==> src/rtl/mem_ctrl_multiport.sv <==
// Byte-serial memory controller: round-robin arbitration of NUM_PORTS requesters onto an
// 8-bit RAM/IO bus, 1/2/4-byte little-endian transfers, UART back-pressure and read flush.
module mem_ctrl_multiport #(
    parameter int NUM_PORTS = 2,
    parameter int ADDR_W    = 32
) (
    input  logic                        clk,
    input  logic                        rst,
    input  logic                        rdy,
    input  logic                        clr,
    input  logic [NUM_PORTS-1:0]        req_valid,
    input  logic [NUM_PORTS-1:0]        req_wr,
    input  logic [2*NUM_PORTS-1:0]      req_size,
    input  logic [ADDR_W*NUM_PORTS-1:0] req_addr,
    input  logic [32*NUM_PORTS-1:0]     req_wdata,
    output logic [NUM_PORTS-1:0]        done,
    output logic [31:0]                 rdata,
    input  logic [7:0]                  mem_din,
    output logic [7:0]                  mem_dout,
    output logic [31:0]                 mem_a,
    output logic                        mem_wr,
    input  logic                        io_buffer_full
);
    localparam int PTR_W = (NUM_PORTS > 1) ? $clog2(NUM_PORTS) : 1;

    typedef enum logic [1:0] {IDLE, READ, WRITE, IOWAIT} state_t;

    state_t                 state_q, state_d;
    logic [PTR_W-1:0]       rr_q, rr_d;
    logic [PTR_W-1:0]       port_q, port_d;
    logic [NUM_PORTS-1:0]   done_q, done_d;
    logic [31:0]            rdata_q, rdata_d;
    logic [31:0]            mem_a_q, mem_a_d;
    logic [7:0]             mem_dout_q, mem_dout_d;
    logic                   mem_wr_q, mem_wr_d;
    logic [ADDR_W-1:0]      addr_q, addr_d;
    logic [31:0]            wdata_q, wdata_d;
    logic [31:0]            rbuf_q, rbuf_d;
    logic [2:0]             len_q, len_d;
    logic [2:0]             k_q, k_d;
    logic                   io_q, io_d;

    logic [NUM_PORTS-1:0]   eligible;
    logic                   grant_found;
    logic [PTR_W-1:0]       grant_idx;
    logic                   sel_wr;
    logic [1:0]             sel_size;
    logic [ADDR_W-1:0]      sel_addr;
    logic [31:0]            sel_wdata;
    logic [2:0]             sel_len;
    logic [ADDR_W-1:0]      addr_k;
    logic [31:0]            rbuf_merged;

    // Round-robin: first eligible index at or above the pointer, else first eligible overall.
    always_comb begin
        // NOTE: every combinational output gets a default first so no latch is inferred.
        eligible    = req_valid & ~done_q & ~({NUM_PORTS{clr}} & ~req_wr);
        grant_found = 1'b0;
        grant_idx   = '0;
        for (int i = 0; i < NUM_PORTS; i++) begin
            if (!grant_found && eligible[i] && i >= int'(rr_q)) begin
                grant_found = 1'b1;
                grant_idx   = PTR_W'(i);
            end
        end
        for (int i = 0; i < NUM_PORTS; i++) begin
            if (!grant_found && eligible[i]) begin
                grant_found = 1'b1;
                grant_idx   = PTR_W'(i);
            end
        end

        sel_wr    = 1'b0;
        sel_size  = '0;
        sel_addr  = '0;
        sel_wdata = '0;
        for (int i = 0; i < NUM_PORTS; i++) begin
            if (int'(grant_idx) == i) begin
                sel_wr    = req_wr[i];
                sel_size  = req_size[2*i +: 2];
                sel_addr  = req_addr[ADDR_W*i +: ADDR_W];
                sel_wdata = req_wdata[32*i +: 32];
            end
        end

        case (sel_size)
            2'd0:    sel_len = 3'd1;
            2'd1:    sel_len = 3'd2;
            default: sel_len = 3'd4;
        endcase
    end

    always_comb begin
        addr_k      = addr_q + ADDR_W'(k_q);
        rbuf_merged = rbuf_q | (32'(mem_din) << {k_q - 3'd1, 3'b000});

        state_d    = state_q;
        rr_d       = rr_q;
        port_d     = port_q;
        done_d     = done_q;
        rdata_d    = rdata_q;
        mem_a_d    = mem_a_q;
        mem_dout_d = mem_dout_q;
        mem_wr_d   = mem_wr_q;
        addr_d     = addr_q;
        wdata_d    = wdata_q;
        rbuf_d     = rbuf_q;
        len_d      = len_q;
        k_d        = k_q;
        io_d       = io_q;

        if (rdy) begin
            done_d   = '0;
            mem_a_d  = '0;
            mem_wr_d = 1'b0;
            case (state_q)
                IDLE: begin
                    if (grant_found) begin
                        port_d  = grant_idx;
                        rr_d    = (int'(grant_idx) == NUM_PORTS - 1) ? '0 : grant_idx + 1'b1;
                        addr_d  = sel_addr;
                        wdata_d = sel_wdata;
                        len_d   = sel_len;
                        io_d    = (sel_addr[17:16] == 2'b11);
                        rbuf_d  = '0;
                        if (!sel_wr) begin
                            state_d = READ;
                            k_d     = 3'd1;
                            mem_a_d = 32'(sel_addr);
                        end else if (sel_addr[17:16] == 2'b11 && io_buffer_full) begin
                            state_d = IOWAIT;
                            k_d     = 3'd0;
                        end else begin
                            state_d    = WRITE;
                            k_d        = 3'd1;
                            mem_a_d    = 32'(sel_addr);
                            mem_dout_d = sel_wdata[7:0];
                            mem_wr_d   = 1'b1;
                        end
                    end
                end
                READ: begin
                    if (clr) begin
                        state_d = IDLE;
                    end else if (k_q == len_q) begin
                        done_d[port_q] = 1'b1;
                        rdata_d        = rbuf_merged;
                        state_d        = IDLE;
                    end else begin
                        rbuf_d  = rbuf_merged;
                        mem_a_d = 32'(addr_k);
                        k_d     = k_q + 3'd1;
                    end
                end
                WRITE: begin
                    if (k_q == len_q) begin
                        done_d[port_q] = 1'b1;
                        state_d        = IDLE;
                    end else if (io_q && io_buffer_full) begin
                        state_d = IOWAIT;
                    end else begin
                        mem_a_d    = 32'(addr_k);
                        mem_dout_d = 8'(wdata_q >> {k_q, 3'b000});
                        mem_wr_d   = 1'b1;
                        k_d        = k_q + 3'd1;
                    end
                end
                IOWAIT: begin
                    // Stores are never torn by a flush; only the UART decides when a byte goes.
                    if (!io_buffer_full) begin
                        state_d    = WRITE;
                        mem_a_d    = 32'(addr_k);
                        mem_dout_d = 8'(wdata_q >> {k_q, 3'b000});
                        mem_wr_d   = 1'b1;
                        k_d        = k_q + 3'd1;
                    end
                end
                default: state_d = IDLE;
            endcase
        end
    end

    always_ff @(posedge clk or posedge rst) begin
        if (rst) begin
            state_q    <= IDLE;
            rr_q       <= '0;
            port_q     <= '0;
            done_q     <= '0;
            rdata_q    <= '0;
            mem_a_q    <= '0;
            mem_dout_q <= '0;
            mem_wr_q   <= 1'b0;
            addr_q     <= '0;
            wdata_q    <= '0;
            rbuf_q     <= '0;
            len_q      <= '0;
            k_q        <= '0;
            io_q       <= 1'b0;
        end else begin
            // NOTE: non-blocking assignments so every flop samples pre-edge values.
            state_q    <= state_d;
            rr_q       <= rr_d;
            port_q     <= port_d;
            done_q     <= done_d;
            rdata_q    <= rdata_d;
            mem_a_q    <= mem_a_d;
            mem_dout_q <= mem_dout_d;
            mem_wr_q   <= mem_wr_d;
            addr_q     <= addr_d;
            wdata_q    <= wdata_d;
            rbuf_q     <= rbuf_d;
            len_q      <= len_d;
            k_q        <= k_d;
            io_q       <= io_d;
        end
    end

    assign done     = done_q;
    assign rdata    = rdata_q;
    assign mem_a    = mem_a_q;
    assign mem_dout = mem_dout_q;
    assign mem_wr   = mem_wr_q & rdy;

endmodule

==> config.mk <==
export PLATFORM = sky130hd
export DESIGN_NAME = mem_ctrl_multiport
export DESIGN_NICKNAME = d
export VERILOG_FILES = /design/src/rtl/mem_ctrl_multiport.sv
export SDC_FILE = /design/constraint.sdc
export NUM_CORES = 1
export LEC_CHECK = 0
export ABC_CLOCK_PERIOD_IN_PS = 13300
export CAP_MARGIN = 5
export CORE_UTILIZATION = 25
export CTS_BUF_LIST = sky130_fd_sc_hd__clkbuf_2 sky130_fd_sc_hd__clkbuf_4 sky130_fd_sc_hd__clkbuf_8
export DETAILED_ROUTE_END_ITERATION = 10
export GPL_ROUTABILITY_DRIVEN = 1
export PLACE_DENSITY = 0.44
export SYNTH_ARGS = -nofsm -noshare
export SYNTH_HDL_FRONTEND = slang
export SYNTH_SLANG_ARGS = --single-unit
==> constraint.sdc <==
create_clock -name clk -period 13.3 [get_ports clk]
set_clock_uncertainty 0.1 [all_clocks]
set_input_delay 3.325 -clock clk [delete_from_list [all_inputs] [get_ports clk]]
set_output_delay 3.325 -clock clk [all_outputs]
set_load 0.1 [all_outputs]
==> results.md <==
- Result of the run: complete, no violations
- Total number of vias: 7,217
- Initial core utilization: 25.3%
- DIE WIDTH: 191 µm
- Most used routing layer: met2
- GRT Overall Usage: 14.9%
- WL/cell: 16.9 µm
- Worst vdd ir: 0.157 mV
- Worst Hold Depth: 2
- Antenna Violating Nets Remaining: 0
- Fmax: 111 MHz
- Post-synth top flop: dfrtp_1
- Count of final max-slew check failures: 0
- Largest net degree at the start of global routing: 126
- Final Setup Violations: 0
- Ant diodes: 0
- Clock H-tree levels: 4
- GRT met3 Usage: 2.46%
- Critical Path RT: 9880 ps
- Static Leakage: 5.20 nW
- Area growth syn-to-layout: 33.5%
- Number of core rows: 69
- Slew @ Worst Pin: 1200 ps
- Syn Nets: 1,070
- Crit Path Category: input pin to output port
- Crit-path cells: clkdlybuf4s50_1 -> buf_4 -> and2_1 -> clkdlybuf4s50_1
- Crit path time final: 9040 ps
- Delay-heaviest family, CP: buffers and inverters
- Fill count: 3,754
- Max Cap Violations: 0
- Post-Syn Area: 8970 µm²
- Global-route track usage on met2: 23.4%
- Initial antenna violation count: 0
- Synth Register Bits: 182
- Crit. End Element: output port
- Clock-pin slew on the worst setup and hold paths: 90 ps
- Slowest cell delay on critical path: 1130 ps
- CTS tree: built
- TritonCTS Buffers: 17
- Syn_area_per_cell: 9.86 µm²
- Netlist cell types: 49
- Clk buf depth: 2
- Area of the multi-input gates: 4090 µm²
- Reg area: 4550 µm²
- Area of the die: 36,600 µm²
- Global-route wire length before repair: 41.9 mm
- # IOs: 224
- Root Driver: clkbuf_8
- Post-synth EDFFs: 0
- Crit path buf inv count: 3
- Pwr/cell area: 252 nW/µm²
- Crit-path max FO: 49
- Count leader, synth: dfrtp_1
- Max_slew headroom: 20.0%
- RePlAce Congestion: 0.753
- Drt first-iter violations: 356
- NumNets Final: 1,258
- Floorplan core area: 35,400 µm²
- Synth warn: 0
- Vias per cell: 4.59
- Final Total Pwr: 3.01 mW
- Post-CTS sizing: 0
- Worst r2r path cells: 6
- RSZ-0062 raised after global routing: no
- Top post-synthesis cells by count: dfrtp_1 (182), a21oi_1 (103), nand2_1 (93)
- DRT Wirelength: 26.5 mm
- Drc violations: 0
- Hold Crit Class: flip-flop to flip-flop
- Critical Path AT: 5610 ps
- Cts hold-fix bufs: 0
- Seq/Total Area, Yosys: 50.8%
- Startpoint class of the critical path: input pin
- Gate Count Post-Synth: 910
- Final hold viol count: 0
- Dpl hpwl: 18.2 mm
- Vias in the first global route: 7,196
- Met1 usage: 21.1%
- Worst path depth: 4
- Setup_tns: 0 ps
- Cell repeated most along the worst path: clkdlybuf4s50_1
- Post-synth ARST share: 100%
- Share of post-route cells with drive strength above 1: 6.30%
- Slowest-stage cell, CP: clkdlybuf4s50_1
- Final period util: 67.9%
- Synth top area share: 50.8%
- Leading area contributor after synthesis: dfrtp_1
- 1st-pass router iterations: 4
- Ranking of synthesized cells by area: dfrtp_1 (51%), mux2i_1 (7.4%), a21oi_1 (5.7%)
- Die Y: 191 µm
- Num Clock Sinks: 182
- PortBufs: 223
- Grt total ovfl: 0
- Clock insertion delay at the later pin of the skew report: 480 ps
- Postcts setup bufs: 0
area by class of cell:
type / instances / share of cell area (%)
multi-input cells: 644 / 34.2
well taps: 461 / 4.82
clock buffers: 21 / 2.31
clock inverters: 11 / 0.753
inverters: 22 / 0.753
flip-flops and latches: 182 / 38.0
repair buffers: 231 / 19.1
layer usage:
metal  part of all wire (%)  up-vias  routed length, µm
li1                       -     3562                  -
met1                     49     3500              13100
met2                     47      141              12400
met3                    3.0       14                785
met4                    1.2        0                308
met5                      0        -                  0
flip-flops by register name, summed over array words and instances, names as in the netlist, 2 cells and up:
register	count
addr_q	32
done	2
k_q	3
len_q	3
mem_a	32
mem_dout	8
rbuf_q	32
rdata	32
state_q	2
wdata_q	32
cells by family (layout without fill, tap and decap cells):
kind of cell	count (synthesis)	after routing	synth area share, %
flops	182	182	50.8
fa+ha+maj	11	11	1.62
simple gates	274	274	14.2
mux	84	84	10.6
compound gates	241	241	15.7
buf+inv	84	285	3.79
xor+xnor	34	34	3.32
worst register-to-register path: cells and delay by family, from the launching register on:
kind	cells	cell delay (ps)
XOR/XNOR	1	220
flip-flops	1	750
AO/OA/AOI/OAI	3	1200
AND/OR/NAND/NOR	2	1090
per-stage QoR:
step	utilization, %	std cells	setup slack [ps]	area [µm²]	hold WS, ps
floorplan	-	910	4930	8970	345
global placement	32.8	1540	4240	11600	358
detailed placement	32.8	1540	4240	11600	368
CTS	33.8	1572	4240	12000	396
global route	33.8	1572	4170	12000	416
finish	33.8	1572	4260	12000	386
cell usage in the layout, fill, tap and decap left out, types with 2 or more instances in the layout:
master and instances:
a211oi_1 2, a21o_1 2, a21oi_1 103, and2_1 5, and3_1 6, and4_1 3
buf_4 8, clkbuf_4 2, clkbuf_8 19, clkdlybuf4s50_1 223, clkinv_2 2, clkinvlp_4 3
dfrtp_1 182, ha_1 10, inv_1 21, inv_6 3, inv_8 3, mux2_2 10
mux2i_1 66, mux4_2 8, nand2_1 93, nand2b_1 33, nand3_1 18, nand4_1 11
nor2_1 82, nor2b_1 7, nor3_1 3, o211ai_1 2, o21ai_0 84, o221ai_1 32
o22ai_1 5, or2_2 2, or3_1 3, xnor2_1 11, xor2_1 23
report_power, final:
group          total (mW)  switching, mW  internal, mW
combinational        1.69           1.20         0.489
sequential          0.952          0.171         0.780
clock               0.372          0.225         0.148
path summary, 6_finish.rpt:
path                       slack, ps   startpoint     endpoint
max in group asynchronous       8460          rst   wdata_q[2]
setup / recovery                4260          rdy       mem_wr
setup reg to reg                9840       k_q[1]    mem_a[12]
min in group asynchronous       3310          rst    rdata[30]
hold / removal                   390  wdata_q[15]  wdata_q[15]
hold reg to reg                  390  wdata_q[15]  wdata_q[15]
Power figures use the tool's default switching activity.
